--- config.mk ---
export PLATFORM = sky130hd
export DESIGN_NAME = mem_arbiter
export DESIGN_NICKNAME = d
export VERILOG_FILES = /design/src/rtl/mem_arb_pkg.sv /design/src/rtl/mem_arb_timer.sv /design/src/rtl/mem_arbiter.sv
export SDC_FILE = /design/constraint.sdc
export NUM_CORES = 1
export LEC_CHECK = 0
export CORE_MARGIN = 1.5
export CORE_UTILIZATION = 45
export DETAILED_ROUTE_END_ITERATION = 10
export PLACE_DENSITY = 0.81
export RECOVER_POWER = 100
export SLEW_MARGIN = 20
export SYNTH_ARGS = -nofsm -noshare
export SYNTH_HDL_FRONTEND = slang
export SYNTH_SLANG_ARGS = --single-unit
export TNS_END_PERCENT = 30
--- constraint.sdc ---
create_clock -name clk -period 1.9 [get_ports clk]
set_input_delay 0.19 -clock clk [delete_from_list [all_inputs] [get_ports clk]]
set_output_delay 0.19 -clock clk [all_outputs]
set_load 0.01 [all_outputs]
--- src/rtl/mem_arb_pkg.sv ---
// Shared types and constants for the fetch/data memory-port arbiter.
package mem_arb_pkg;

  // Arbiter FSM states: pick an owner, issue to memory, wait for completion, respond.
  typedef enum logic [1:0] {
    IDLE,
    ISSUE,
    WAIT,
    RESP
  } state_t;

  // Which requester owns the transaction currently on the memory port.
  typedef enum logic {
    OWN_I,
    OWN_D
  } owner_t;

  // Read data returned to a requester whose read timed out; sliced to the data width at use.
  localparam logic [63:0] ERR_RDATA = '1;

endpackage

--- src/rtl/mem_arb_timer.sv ---
// Watchdog counter for the WAIT phase. The count is the number of completed
// wait cycles; hit flags the cycle in which the TIMEOUT-th wait cycle elapses.
module mem_arb_timer #(
  parameter int TIMEOUT = 255
) (
  input  logic clk,
  input  logic rst,
  input  logic clr,
  input  logic en,
  output logic hit
);

  localparam int CW = $clog2(TIMEOUT + 1);
  localparam logic [CW-1:0] LAST = CW'(TIMEOUT - 1);

  logic [CW-1:0] count;

  // Count enabled cycles from a clear, holding at the last value instead of wrapping.
  always_ff @(posedge clk or negedge rst) begin
    if (!rst) begin
      count <= '0;
    end else if (clr) begin
      count <= '0;
    end else if (en && (count != LAST)) begin
      count <= count + CW'(1);
    end
  end

  assign hit = en && (count == LAST);

endmodule

--- src/rtl/mem_arbiter.sv ---
// Two-port arbiter serializing instruction fetches and load/stores onto one
// busy/ready memory port, with data priority, a fetch starvation guard and a
// watchdog that aborts transactions whose completion never arrives.
module mem_arbiter
  import mem_arb_pkg::*;
#(
  parameter int AW           = 16,
  parameter int DW           = 16,
  parameter int MAX_D_STREAK = 4,
  parameter int TIMEOUT      = 255
) (
  input  logic          clk,
  input  logic          rst,
  input  logic          i_req,
  input  logic [AW-1:0] i_addr,
  output logic          i_done,
  output logic [DW-1:0] i_rdata,
  input  logic          d_req,
  input  logic          d_we,
  input  logic [AW-1:0] d_addr,
  input  logic [DW-1:0] d_wdata,
  output logic          d_done,
  output logic [DW-1:0] d_rdata,
  output logic          err,
  output logic [AW-1:0] mem_addr,
  output logic [DW-1:0] mem_wdata,
  output logic          mem_read,
  output logic          mem_write,
  output logic          mem_instr,
  output logic          mem_read_done,
  input  logic [DW-1:0] mem_rdata,
  input  logic          mem_busy,
  input  logic          mem_ready
);

  localparam int SW = $clog2(MAX_D_STREAK + 1);
  localparam logic [SW-1:0] STREAK_MAX = SW'(MAX_D_STREAK);
  localparam logic [DW-1:0] ERR_WORD = ERR_RDATA[DW-1:0];

  state_t        state;
  state_t        state_next;
  owner_t        owner;
  logic          we;
  logic          err_flag;
  logic [SW-1:0] streak;
  logic          grant_i;
  logic          any_req;
  logic          is_read;
  logic          timer_clr;
  logic          timer_en;
  logic          timer_hit;

  // A fetch only beats a data request once data has won MAX_D_STREAK times in a row over it.
  assign any_req = i_req || d_req;
  assign grant_i = i_req && (!d_req || (streak == STREAK_MAX));
  assign is_read = (owner == OWN_I) || !we;

  assign timer_clr = (state != WAIT);
  assign timer_en  = (state == WAIT) && !mem_ready;

  mem_arb_timer #(
    .TIMEOUT(TIMEOUT)
  ) u_timer (
    .clk(clk),
    .rst(rst),
    .clr(timer_clr),
    .en (timer_en),
    .hit(timer_hit)
  );

  // State register; reset aborts any transaction in flight without a response.
  always_ff @(posedge clk or negedge rst) begin
    if (!rst) begin
      state <= IDLE;
    end else begin
      state <= state_next;
    end
  end

  // Next-state logic and the per-state strobes on both sides of the arbiter.
  always_comb begin
    state_next    = state;
    mem_read      = 1'b0;
    mem_write     = 1'b0;
    mem_instr     = 1'b0;
    mem_read_done = 1'b0;
    i_done        = 1'b0;
    d_done        = 1'b0;
    err           = 1'b0;
    case (state)
      IDLE: begin
        if (any_req) begin
          state_next = ISSUE;
        end
      end
      ISSUE: begin
        mem_instr = (owner == OWN_I);
        if (!mem_busy) begin
          mem_read   = is_read;
          mem_write  = !is_read;
          state_next = WAIT;
        end
      end
      WAIT: begin
        mem_instr = (owner == OWN_I);
        if (mem_ready || timer_hit) begin
          state_next = RESP;
        end
      end
      RESP: begin
        mem_instr     = (owner == OWN_I);
        i_done        = (owner == OWN_I);
        d_done        = (owner == OWN_D);
        err           = err_flag;
        mem_read_done = is_read && !err_flag;
        state_next    = IDLE;
      end
      default: begin
        state_next = IDLE;
      end
    endcase
  end

  // Latch the winning request at grant time and track the data-over-fetch streak.
  always_ff @(posedge clk or negedge rst) begin
    if (!rst) begin
      owner     <= OWN_I;
      we        <= 1'b0;
      mem_addr  <= '0;
      mem_wdata <= '0;
      streak    <= '0;
    end else if ((state == IDLE) && any_req) begin
      if (grant_i) begin
        owner     <= OWN_I;
        we        <= 1'b0;
        mem_addr  <= i_addr;
        mem_wdata <= '0;
        streak    <= '0;
      end else begin
        owner     <= OWN_D;
        we        <= d_we;
        mem_addr  <= d_addr;
        mem_wdata <= d_wdata;
        if (i_req && (streak != STREAK_MAX)) begin
          streak <= streak + SW'(1);
        end
      end
    end
  end

  // Capture read data (or the error word on timeout) into the owner's held rdata output.
  always_ff @(posedge clk or negedge rst) begin
    if (!rst) begin
      i_rdata  <= '0;
      d_rdata  <= '0;
      err_flag <= 1'b0;
    end else if (state == IDLE) begin
      err_flag <= 1'b0;
    end else if (state == WAIT) begin
      if (mem_ready) begin
        if (is_read && (owner == OWN_I)) begin
          i_rdata <= mem_rdata;
        end else if (is_read) begin
          d_rdata <= mem_rdata;
        end
      end else if (timer_hit) begin
        err_flag <= 1'b1;
        if (is_read && (owner == OWN_I)) begin
          i_rdata <= ERR_WORD;
        end else if (is_read) begin
          d_rdata <= ERR_WORD;
        end
      end
    end
  end

endmodule

==> summary.txt, run 1 <==
STA
  – Worst slew pin tran: 0.8069 ns
  – FMAX: 0.5690 GHz
  – Final hold vios: 0
  – RSZ-0062 raised after global routing: false
  – Slew Limit Fails: 0
  – Worst Clk Skew: 0.007167 ns
  – Post-layout min period: 1.757 ns
  – Final Cycle Share: 92.50%
  – Slew HR: 46.21%
  – # setup viols final: 0

Finish
  – Share of post-route cells with drive strength above 1: 8.549%
  – Area grow syn2layout: 44.28%
  – Finished Layout Cells: 608
  – N_diodes: 0
  – Final net count: 577

Yosys
  – Synthesized instance count: 355
  – Mapped Nets: 434
  – Top cell type's share of synthesized area: 51.53%
  – Dominant cell by count in the synthesized netlist: dfrtp_1
  – Mapped Area: 0.003885 mm^2
  – #FFs+latches synth: 80
  – FFs w/ async S/R, synth: 100.0%
  – Syn_area_per_cell: 10.94 um^2
  – Top post-synthesis cells by count: dfrtp_1, mux2i_1, a21oi_1, nor2_1, nand2b_1
  – Top_reg_cell synth: dfrtp_1
  – Leading area contributor after synthesis: dfrtp_1
  – Post-synth EDFFs: 0
  – Synth cell types: 42
  – Synth top area cells: dfrtp_1, mux2i_1, nand2b_1, a21oi_1, a22o_1
  – Register area share after synthesis: 51.53%
  – Synth warn: 0

Place
  – # port buffers: 141
  – Post-placement cell count: 590
  – HPWL after DPL: 6943 um
  – RePlAce Congestion: 0.8013

Floorplanning
  – Initial core utilization: 46.81%
  – Die Y: 95.92 um
  – Core ar.: 0.008299 mm^2
  – Die ar.: 0.009200 mm^2
  – Die X-Extent: 95.92 um
  – I/O Pins: 142
  – FP Rows: 33

Route
  – Vias/cell: 5.377
  – ANT nets after route: 0
  – Vias: 3269
  – # DRC: 0
  – TritonRoute pass-1 iters: 4
  – Wirelength per Cell: 15.73 um
  – Final wirelength: 9562 um
  – DR iter-0 viols: 107

Job
  – Max Cap Viol: 0

Critical path
  – Slack of the worst reg-to-reg path: 0.16 ns
  – CP endpoint kind: output pin
  – Startpoint Class: flip-flop
  – Crit path launch: state[0]$_DFFE_PN0P_
  – CP Capture Point: mem_read
  – Worst EP arrival: 1.57 ns
  – Reg-to-Reg End: i_rdata[2]$_DFFE_PN0P_
  – Reg2Reg Depth: 6
  – Critical Path RT: 1.71 ns
  – Largest fanout on the critical path: 4
  – Reg-to-reg critical path startpoint: state[1]$_DFFE_PN0P_
  – Critical setup path kind: flip-flop to output pin

Global route
  – First-pass GRT wire length: 15360 um
  – Initial antenna violation count: 0
  – Vias in the first global route: 3175
  – Maximum number of pins on one net before global-route repair: 50
  – GRT overflow: 0
  – Tot GR Track Use: 21.90%

Clock tree
  – Root Driver: clkbuf_8
  – Clock slew at reported path FFs: 0.09 ns
  – Worst skew pair latency: 0.34 ns
  – Max clock buf depth: 2
  – Clock sink total: 80
  – H-tree depth: 3
  – CTS tree: yes
  – Inserted Clock Buffers: 9

Power
  – Worst vdd ir: 0.0005986 V
  – Tot Pwr: 7.060 mW
  – Pwr Density: 1259 mW/mm^2
  – P_leak: 2.480 nW

Min path
  – Min-delay worst type: input port to flip-flop

Run status
  – Outcome: completed
[worst max-delay path, cell delays in order, from the launching register on]
cell and delay (ns):
dfrtp_1 0.35, clkbuf_1 0.19, ha_1 0.21, nand2b_1 0.09, a21oi_1 0.12, dlygate4sd2_1 0.28
[worst min path at each step]
stage	to	slack, ns	depth (start not counted)	from
global route	i_rdata[4]$_DFFE_PN0P_	0.43	3	mem_ready
global placement	err_flag$_DFFE_PN0P_	0.16	1	rst
CTS	err_flag$_DFFE_PN0P_	0.35	2	rst
floorplan	d_rdata[0]$_DFFE_PN0P_	-0.11	0	rst
detailed placement	i_rdata[5]$_DFFE_PN0P_	0.17	1	rst
finish	i_rdata[5]$_DFFE_PN0P_	0.41	3	mem_ready
[power by group]
part / internal [mW] / total, mW / switching, mW
Sequential: 2.27 / 2.66 / 0.394
Clock: 0.502 / 1.18 / 0.674
Combinational: 1.77 / 3.22 / 1.45
Total: 4.54 / 7.06 / 2.52
[layout make-up]
class                   count  area [um^2]
inverters                   5        18.77
fillers                   643         2694
flip-flops and latches     80         2002
well taps                 105        131.4
multi-input cells         247         1718
repair buffers            155         1548
clock buffers               9        123.9
clock inverters             7        63.81
[state kept, by name, summed over array words and instances, names as in the netlist]
name and cells:
state 2, d_rdata 16, we 1, err_flag 1, u_timer.count 8, owner 1, mem_wdata 16, streak 3
i_rdata 16, mem_addr 16
[kinds of logic after synthesis]
logic type / after synthesis / synth area share, %
compound gates: 86 / 15.88
mux: 37 / 9.533
simple gates: 116 / 16.17
fa+ha+maj: 8 / 2.577
flops: 80 / 51.53
buf+inv: 28 / 4.315
[per-layer routing]
metal | up-vias | global-route usage, % | wire (um)
met3 | 7 | 6.003 | 744
met5 | - | 0 | 0
met2 | 115 | 35.86 | 4657
li1 | 1563 | - | -
met1 | 1584 | 27.86 | 4065
met4 | 0 | 7.721 | 95
[cells in the final DEF (no fill, tap or decap), types with 5 or more instances in the layout]
master	Yosys	routed
ha_1	8	7
nand2_1	14	14
dlygate4sd2_1	0	6
clkbuf_8	0	9
and2_1	7	6
dlygate4sd3_1	0	65
mux2i_1	37	37
a221o_1	5	5
dfrtp_1	80	80
o21ai_0	6	6
a22o_1	17	17
a21oi_1	36	36
buf_4	2	7
o221a_2	6	6
o221a_1	5	5
clkdlybuf4s50_1	0	68
nand2b_1	31	31
nand3_1	7	7
nor2_1	36	36
[metrics by stage]
| step | hold WS, ns | area [um^2] | utilization (%) | worst slack (ns) | TNS (ns) |
|---|---|---|---|---|---|
| after floorplan | -0.1056 | 3885 | - | 0.3118 | 0 |
| after global placement | 0.1587 | 5434 | 65.48 | 0.1241 | 0 |
| after detailed placement | 0.1706 | 5434 | 65.48 | 0.06532 | 0 |
| after global routing | 0.4286 | 5605 | 67.54 | 0.02603 | 0 |
| after CTS | 0.3528 | 5627 | 67.80 | -0.03561 | -0.03561 |
| final | 0.4062 | 5605 | 67.54 | 0.1426 | 0 |
[timing repair]
item / in CTS / in global routing
setup endpoints to repair: 7 / 2
hold endpoints to repair: 31 / 0
gates resized for setup: 8 / 1
pin swaps: 0 / 0
buffers inserted: 0 / 1
hold buffers: 1 / 0
No activity file was read; power rests on OpenSTA's default activity.
==> inputs of run 2 (changes only) <==
Settings changed: SLEW_MARGIN 20 to unset.
==> results of run 2 <==
Final layout, timing and power as in run 1 (identical DEF).
==> inputs of run 3 (changes only) <==
Settings changed: CORE_UTILIZATION 45 to 48, PLACE_DENSITY 0.81 to 0.85.
Clock period 1.9 ns to 2.04 ns, I/O delays scaled along.
==> run 3 against run 2 <==
Against the previous run:
- first-iteration DRC count increased by 14%
- critical endpoint is now i_done
- via count increased by 0.70%
- largest power group unchanged
- clock power about the same
- wire length increased by 4.3%
==> summary.txt, run 3 (synthesis gave the netlist of run 1 again) <==
Finish
  – Final net count: 577 (unchanged)
  – Area grow syn2layout: 43.41%
  – N_diodes: 0 (unchanged)
  – Share of post-route cells with drive strength above 1: 8.151% (-0.40 points)
  – Final Cell Area: 0.005572 mm^2 (-0.60%)
  – Most frequent cells in the layout: dfrtp_1, clkdlybuf4s50_1, dlygate4sd3_1, mux2i_1
  – Commonest non-fill, non-tap cell in the layout: dfrtp_1

Place
  – RePlAce Congestion: 0.8242 (+2.9%)
  – HPWL after DPL: 7003 um (+0.87%)
  – Placed cell areas: 0.005410 mm^2 (-0.44%)
  – Place WS: 0.05594 ns (-0.009383 ns)
  – # port buffers: 141 (unchanged)

Critical path
  – Worst EP arrival: 1.80 ns (+0.23 ns)
  – Largest fanout on the critical path: 4 (unchanged)
  – CP endpoint kind: output pin
  – Startpoint Class: flip-flop
  – Critical setup path kind: flip-flop to output pin
  – Critical Path RT: 1.84 ns (+0.13 ns)

STA
  – Worst Clk Skew: 0.009434 ns (+0.002267 ns)
  – Post-layout min period: 2.004 ns
  – Setup ws final: 0.03600 ns (-0.1066 ns)
  – Final Cycle Share: 98.24%
  – # setup viols final: 0 (unchanged)
  – TNS Setup: 0 ns (unchanged)
  – Slew Limit Fails: 0 (unchanged)
  – FMAX: 0.4990 GHz
  – Worst slew pin tran: 1.021 ns (+0.2143 ns)
  – RSZ-0062 raised after global routing: false
  – Slew HR: 31.92% (-14 points)
  – Final hold vios: 0 (unchanged)

Floorplanning
  – I/O Pins: 142 (unchanged)
  – Initial core utilization: 50.02% (+3.2 points)
  – Die Y: 92.97 um (-3.1%)
  – Core ar.: 0.007767 mm^2 (-6.4%)
  – FP Rows: 32 (-3.0%)
  – Die X-Extent: 92.97 um (-3.1%)
  – Die ar.: 0.008642 mm^2 (-6.1%)

Job
  – Max Cap Viol: 0 (unchanged)

Route
  – Wirelength per Cell: 16.48 um (+4.8%)
  – Final wirelength: 9972 um (+4.3%)
  – Vias: 3292 (+0.70%)
  – TritonRoute pass-1 iters: 4 (unchanged)
  – # DRC: 0 (unchanged)
  – ANT nets after route: 0 (unchanged)
  – Vias/cell: 5.441 (+1.2%)
  – DR iter-0 viols: 122 (+14%)

Clock tree
  – Worst skew pair latency: 0.36 ns (+0.02 ns)
  – Clock slew at reported path FFs: 0.08 ns (about the same)
  – H-tree depth: 3 (unchanged)
  – Max clock buf depth: 2 (unchanged)
  – CTS tree: yes
  – Clock sink total: 80 (unchanged)
  – Root Driver: clkbuf_8
  – Inserted Clock Buffers: 9 (unchanged)

Min path
  – Min-delay worst type: input port to flip-flop

Power
  – Tot Pwr: 6.664 mW (-5.6%)
  – Worst vdd ir: 0.0006465 V (+8.0%)
  – P_leak: 2.449 nW (-1.2%)
  – Pwr Density: 1196 mW/mm^2 (-5.0%)

Global route
  – Tot GR Track Use: 23.40% (+1.5 points)
  – GRT overflow: 0 (unchanged)
  – Initial antenna violation count: 0 (unchanged)
  – Vias in the first global route: 3259 (+2.6%)
  – First-pass GRT wire length: 15530 um (+1.1%)
  – Maximum number of pins on one net before global-route repair: 49 (-2.0%)

Run status
  – Outcome: completed
run 3: worst paths after layout:
kind / start / endpoint / slack, ns / cells after the start
max: state[0]$_DFFE_PN0P_ / i_done / 0.04 / 4
min: mem_ready / u_timer.count[0]$_DFFE_PN0P_ / 0.29 / 3
max reg2reg: state[0]$_DFFE_PN0P_ / i_rdata[12]$_DFFE_PN0P_ / 0.11 / 6
min reg2reg: mem_wdata[7]$_DFFE_PN0P_ / mem_wdata[7]$_DFFE_PN0P_ / 0.51 / 1
max in group asynchronous: rst / mem_wdata[7]$_DFFE_PN0P_ / 0.29 / 3
min in group asynchronous: rst / i_rdata[0]$_DFFE_PN0P_ / 0.55 / 2
run 3: cell type report:
cell class	count	area, um^2
Sequential cell	80	2002
Clock inverter	7	77.57
Clock buffer	9	123.9
Timing Repair Buffer	155	1504
Inverter	5	18.77
Tap cell	102	127.6
Fill cell	576	2196
Multi-Input combinational cell	247	1718
run 3: routing by layer:
layer	vias to the layer above	part of all wire (%)	wire (um)	global-route usage [%]
met5	-	0	0	0
met4	0	0.92	92	8.333
met3	6	7.6	753	5.583
met2	143	48	4832	39.17
met1	1584	43	4293	29.47
li1	1559	-	-	-
run 3: worst max-delay path, cell delays in order (launching register included):
cell and delay [ns]:
dfrtp_1 0.38, buf_4 0.13, ha_1 0.21, nor2b_1 0.18, clkdlybuf4s50_1 0.56
run 3: report_power, final:
| part | switching, mW | internal (mW) | total [mW] | leakage (nW) |
|---|---|---|---|---|
| combinational | 1.39 | 1.60 | 2.99 | 1.31 |
| clock | 0.607 | 0.578 | 1.19 | 0.101 |
| sequential | 0.374 | 2.11 | 2.49 | 1.04 |
| total | 2.37 | 4.29 | 6.66 | 2.45 |
run 3: what timing repair did:
item                       CTS  global route
setup endpoints to repair    3             3
resized for setup            3             3
hold endpoints to repair    40             0
hold buffers                 1             0
setup buffers                2             0
run 3: stage by stage:
stage | utilization, % | hold slack (ns) | instances
after global placement | 69.65 | 0.2157 | 586
final | 71.73 | 0.2918 | 605
after CTS | 72.58 | 0.2814 | 605
after global routing | 71.73 | 0.2980 | 605
after floorplan | - | -0.09159 | 355
after detailed placement | 69.65 | 0.2235 | 586
==> patch 1 (settings of run 2) <==
Set the parameter `AW` to 14 (it was 16).
--- a/src/rtl/mem_arbiter.sv
+++ b/src/rtl/mem_arbiter.sv
@@ -5,5 +5,5 @@
   import mem_arb_pkg::*;
 #(
-  parameter int AW           = 16,
+  parameter int AW           = 14,
   parameter int DW           = 16,
   parameter int MAX_D_STREAK = 4,
Interface: changed (resized d_addr, i_addr and mem_addr); port bits go from 142 to 136. The function was not compared with the original's and may differ.
==> patch 1 against run 2 <==
- final cell count down 3.3%
- register-to-register slack worse by 0.08 ns
- worst setup slack lost 0.061 ns
- power is 5.4% higher
- area after synthesis shrank 3.1%
- wire length rose by 3.2%
- cell area is 2.4% lower
- sequential share of layout area is essentially flat
- die area fell by 3.0%
- via count is 0.18% lower
- sequential cell count decreased by 2
- largest power group unchanged
- fmax shrank 3.4%
- critical path type is now flop to flop
==> patch 1: results (changes against run 2) <==
- The number of buffers added by the clock tree synthesis step is 9 (unchanged).
- The estimated wirelength of the detail-placed design is 6870 um (-1.1%).
- The via count of the first global-routing pass was 3241 (+2.1%).
- The leakage power was 2.55 nW (+3.0%).
- The min-delay analysis places its worst path in the category input port to flop.
- Yosys attributes the largest share of cell area to dfrtp_1 (52%), o311a_1 (4.3%), a22o_1 (4.0%).
- The clock transition at the registers of the reported paths is 0.09 ns (about the same).
- The final RePlAce weighted congestion came to 0.794 (-0.91%).
- The total nets after synthesis is 417 (-3.9%).
- The worst vdd rail ir drop is 0.744 mV (+24%).
- The number of diodes added for antenna fixing was 0 (unchanged).
- The fraction of final layout cells sized beyond drive strength 1 came to 11.2% (+2.6 points).
- The worst hold path stage count is 2 (-1).
- The clock root buffer is clkbuf_8.
- The initial antenna violation count is 0 (unchanged).
- The global-route usage over all layers was 22.8% (+0.85 points).
- The worst-path maximum fanout was 16 (+12).
- The wire length of the first global-routing pass is 15800 um (+2.7%).
- The slew at the pin closest to its max-slew limit came to 0.976 ns (+0.169 ns).
- The post-route DRC violation count came to 0 (unchanged).
- The total power consumption of the routed design was 7.44 mW (+5.4%).
- The mean routed wirelength per cell was 16.8 um (+6.7%).
- The proportion of power drawn by the clock network is 18.6% (+2.0 points).
- The data arrival time of the critical path is 2.05 ns (+0.48 ns).
- The unique cell type count in the Yosys netlist is 49 (+17%).
- The internal power summed over all cells is 4.87 mW (+7.2%).
- The initial DRC count was 161 (+50%).
- The mean number of vias per cell is 5.55 (+3.2%).
- The number of buffers inserted by port buffering is 135 (-4.3%).
- The worst clock skew came to 0.0112 ns (+0.00399 ns).
- After synthesis, the most frequently instantiated cells are dfrtp_1 (78), inv_1 (25), a21oi_1 (21).
- The later-pin clock latency in the skew report was 0.34 ns (about the same).
- The post-synthesis sequential area ratio is 51.8% (+0.30 points).
- The run finished with clean final reports.
- The length of the first detailed-routing pass in iterations is 5 (+1).
- The number of cells on the worst reg-to-reg path came to 5 (-1).
- The maximum number of pins on one net before global-route repair came to 42 (-16%).
- The number of nets in the finished design came to 553 (-4.2%).
-- patch 1: cell types whose count changed after synthesis, sizes merged, moves of 4 or more --
cell | before | now
a21oi | 36 | 22
nor2 | 36 | 3
nand3b | 0 | 16
or2 | 0 | 16
inv | 5 | 25
nand2b | 31 | 13
clkbuf | 5 | 9
o22ai | 0 | 16
mux2i | 37 | 5
o221a | 11 | 7
o311a | 0 | 16
-- patch 1: worst paths after layout --
path / from / to / slack [ns]
min in group asynchronous: rst / i_rdata[5]$_DFFE_PN0P_ / 0.54
worst max register to register: u_timer.count[0]$_DFFE_PN0P_ / d_rdata[3]$_DFFE_PN0P_ / 0.08
worst min-delay path: d_wdata[4] / mem_wdata[4]$_DFFE_PN0P_ / 0.44
worst max-delay path: u_timer.count[0]$_DFFE_PN0P_ / d_rdata[3]$_DFFE_PN0P_ / 0.08
max in group asynchronous: rst / streak[2]$_DFFE_PN0P_ / 0.63
worst min register to register: mem_wdata[2]$_DFFE_PN0P_ / mem_wdata[2]$_DFFE_PN0P_ / 0.50
-- patch 1: final cells by class --
class | instances | area [um^2]
well taps | 105 | 131
multi-input cells | 213 | 1570
flip-flops and latches | 78 | 1950
clock buffers | 10 | 128
inverters | 25 | 93.8
repair buffers | 151 | 1510
clock inverters | 6 | 92.6
fillers | 628 | 2700
-- patch 1: through the flow --
stage / utilization [%] / setup WS (ns) / instances / setup TNS [ns] / cell area (um^2)
finish: 66.9 / 0.0812 / 588 / 0 / 5470
global placement: 64.4 / 0.0488 / 571 / 0 / 5270
CTS: 67.2 / 0.110 / 588 / 0 / 5490
global route: 66.9 / 0.00805 / 588 / 0 / 5470
detailed placement: 64.4 / -0.00364 / 571 / -0.00654 / 5270
floorplan: - / 0.172 / 342 / 0 / 3770
-- patch 1: routing by layer --
layer | track usage, % | share of wire [%]
met5 | 0 | 0
met4 | 6.72 | 1.2
met3 | 6.76 | 7.7
met2 | 37.2 | 48
met1 | 29.2 | 43
-- patch 1: cell families (layout without fill, tap and decap cells) --
group / Yosys count / in the layout / synth area share, %
DFF: 78 / 78 / 51.8
muxes: 5 / 5 / 1.33
buffers and inverters: 51 / 192 / 6.38
and+or+nand+nor: 98 / 98 / 16.7
AOI/OAI and AO/OA: 102 / 102 / 21.1
adders and majority gates: 8 / 8 / 2.66
-- patch 1: critical path, cell delays in order, from the launching register on --
cell and delay, ns:
dfrtp_1 0.43, inv_1 0.08, ha_1 0.21, and3_1 0.26, and3_2 0.40, o311a_1 0.33
-- patch 1: repair_timing --
item | 4_1_cts | 5_1_grt
buffers inserted | 0 | 0
endpoints found under the setup margin | 12 | 3
endpoints found under the hold margin | 38 | 0
resized for setup | 9 | 1
hold buffers | 1 | 0
==> patch 2 (config.mk and constraints of run 2) <==
Made on the original files. Reset style: synchronous (`rst`), changed in 4 clocked blocks.
--- a/src/rtl/mem_arb_timer.sv
+++ b/src/rtl/mem_arb_timer.sv
@@ -17,5 +17,5 @@
 
   // Count enabled cycles from a clear, holding at the last value instead of wrapping.
-  always_ff @(posedge clk or negedge rst) begin
+  always_ff @(posedge clk) begin
     if (!rst) begin
       count <= '0;
--- a/src/rtl/mem_arbiter.sv
+++ b/src/rtl/mem_arbiter.sv
@@ -70,5 +70,5 @@
 
   // State register; reset aborts any transaction in flight without a response.
-  always_ff @(posedge clk or negedge rst) begin
+  always_ff @(posedge clk) begin
     if (!rst) begin
       state <= IDLE;
@@ -123,5 +123,5 @@
 
   // Latch the winning request at grant time and track the data-over-fetch streak.
-  always_ff @(posedge clk or negedge rst) begin
+  always_ff @(posedge clk) begin
     if (!rst) begin
       owner     <= OWN_I;
@@ -150,5 +150,5 @@
 
   // Capture read data (or the error word on timeout) into the owner's held rdata output.
-  always_ff @(posedge clk or negedge rst) begin
+  always_ff @(posedge clk) begin
     if (!rst) begin
       i_rdata  <= '0;
Function: differs if rst is asserted again (counterexample within 4 cycles, from zero or initial values and one cycle with rst low); with rst held inactive, the same outputs for 10 cycles.
==> patch 2 against run 2 <==
- combinational power shrank 45%
- critical path depth shrank 2
- worst setup slack lost 0.092 ns
- power shrank 28%
- cell area shrank 9.2%
- area after synthesis shrank 13%
- sequential cell count is the same
- global-route usage grew 0.70 points
- wire length shrank 3.2%
- largest cell class is now multi-input combinational cells
- highest routed layer unchanged
==> patch 2: results (changes against run 2) <==
- The placement-stage worst setup slack is 0.0571 ns (-0.00823 ns).
- The register-to-register path setup slack was 0.12 ns (-0.04 ns).
- The final design utilization was 70.2% (+2.7 points).
- The slew at the pin closest to its max-slew limit is 0.467 ns (-0.340 ns).
- The fraction of final layout cells sized beyond drive strength 1 came to 8.45% (-0.095 points).
- The post-placement cell area is 0.00492 mm^2 (-9.5%).
- The via count of the first global-routing pass is 2856 (-10%).
- The worst hold path stage count came to 2 (-1).
- On the critical path, the stage with the largest delay is an instance of dlygate4sd3_1.
- The worst min-delay path startpoint is rst.
- The length of the first detailed-routing pass in iterations is 6 (+2).
- The wire length of the first global-routing pass was 14000 um (-8.8%).
- The final instance count without filler cells is 584 (-3.9%).
- Sorting the synthesized cells by how often they occur yields dfxtp_1 (80), nor2b_1 (51), nand2_1 (42).
- The data arrival time of the critical path was 1.66 ns (+0.09 ns).
- The estimated wirelength of the detail-placed design is 6840 um (-1.5%).
- The maximum number of pins on one net before global-route repair was 34 (-32%).
- The number of nets in the finished design is 559 (-3.1%).
- The maximum single-stage delay on the critical path is 0.59 ns (+0.24 ns).
- The leakage power came to 2.41 nW (-2.9%).
- The post-synthesis xor/xnor area fraction is 2.08% (+2.1 points).
- The total nets after synthesis is 417 (-3.9%).
- The worst register-to-register path ends at mem_addr[1]$_SDFFE_PN0P_.
- The unique cell type count in the Yosys netlist came to 40 (-4.8%).
- The number of standard cells after synthesis was 338 (-4.8%).
- The total length of routed met2 wires is 4370 um (-6.1%).
- The final worst hold slack is 0.274 ns (-0.132 ns).
- The proportion of power drawn by the clock network is 25.1% (+8.5 points).
- The worst vdd rail ir drop was 0.569 mV (-4.9%).
- The global-route met1 utilization is 28.3% (+0.45 points).
- By area the synthesized netlist is led by dfxtp_1 (48%), o211a_1 (9.5%), nor2b_1 (9.5%).
- The final worst-path cycle share is 97.3% (+4.8 points).
- The total power consumption of the routed design is 5.08 mW (-28%).
- The end point of the most critical hold path is mem_wdata[0]$_SDFFE_PN0P_.
- The worst clock skew came to 0.0124 ns (+0.00518 ns).
- The met3 layer usage reported by global route is 6.37% (+0.37 points).
- The flow ran to the end, and the final reports show no timing, DRC or antenna violations.
- The adder and majority gate portion of the synthesized area is 2.98% (+0.40 points).
- The detailed router used layers up to and including met4.
- The power share of the sequential group was 40.2% (+2.5 points).
- The critical path capture point is d_done.
- The number of cells after detailed placement came to 568 (-3.7%).
- The switching power is 1.69 mW (-33%).
- The via count of the routed design is 3094 (-5.4%).
- The global-route usage over all layers is 22.6% (+0.70 points).
- The share of async-settable or async-resettable flops after synthesis is 0% (-100 points).
- The wire length on met3 came to 961 um (+29%).
- The final RePlAce weighted congestion is 0.895 (+12%).
- The area fraction in compound gates after synthesis was 22.9% (+7.0 points).
- The post-synthesis sequential area ratio was 47.6% (-3.9 points).
- The initial DRC count is 173 (+62%).
- The critical path is of the flop to output port type.
- The mean routed wirelength per cell is 15.9 um (+0.82%).
- The met2 capacity usage during global routing is 38.1% (+2.3 points).
## patch 2: cell types whose count changed after synthesis, moves of 28 or more
cell and delta:
a21oi_1 -31, nand2b_1 -28, o211a_1 +32, nand2_1 +28, mux2i_1 -35, nor2b_1 +48, dfxtp_1 +80, dfrtp_1 -80
## patch 2: what timing repair did
action / in CTS / in global routing
setup endpoints to repair: 3 / 3
resized for setup: 4 / 3
buffers inserted: 0 / 0
hold endpoints to repair: 0 / 0
## patch 2: area by class of cell
class	instances	area, um^2
inverter	8	30.0
clock buffer	9	124
sequential	80	1600
tap	99	124
multi-input combinational	228	1620
timing repair buffer	153	1520
fill	590	2160
clock inverter	7	78.8
## patch 2: worst max-delay path, delay by kind of cell, from the launching register on
| family | cells | cell delay [ns] |
|---|---|---|
| flip-flops | 1 | 0.35 |
| buffers and inverters | 1 | 0.59 |
| adder cells (fa/ha/maj) | 1 | 0.23 |
| AND/OR/NAND/NOR | 1 | 0.16 |
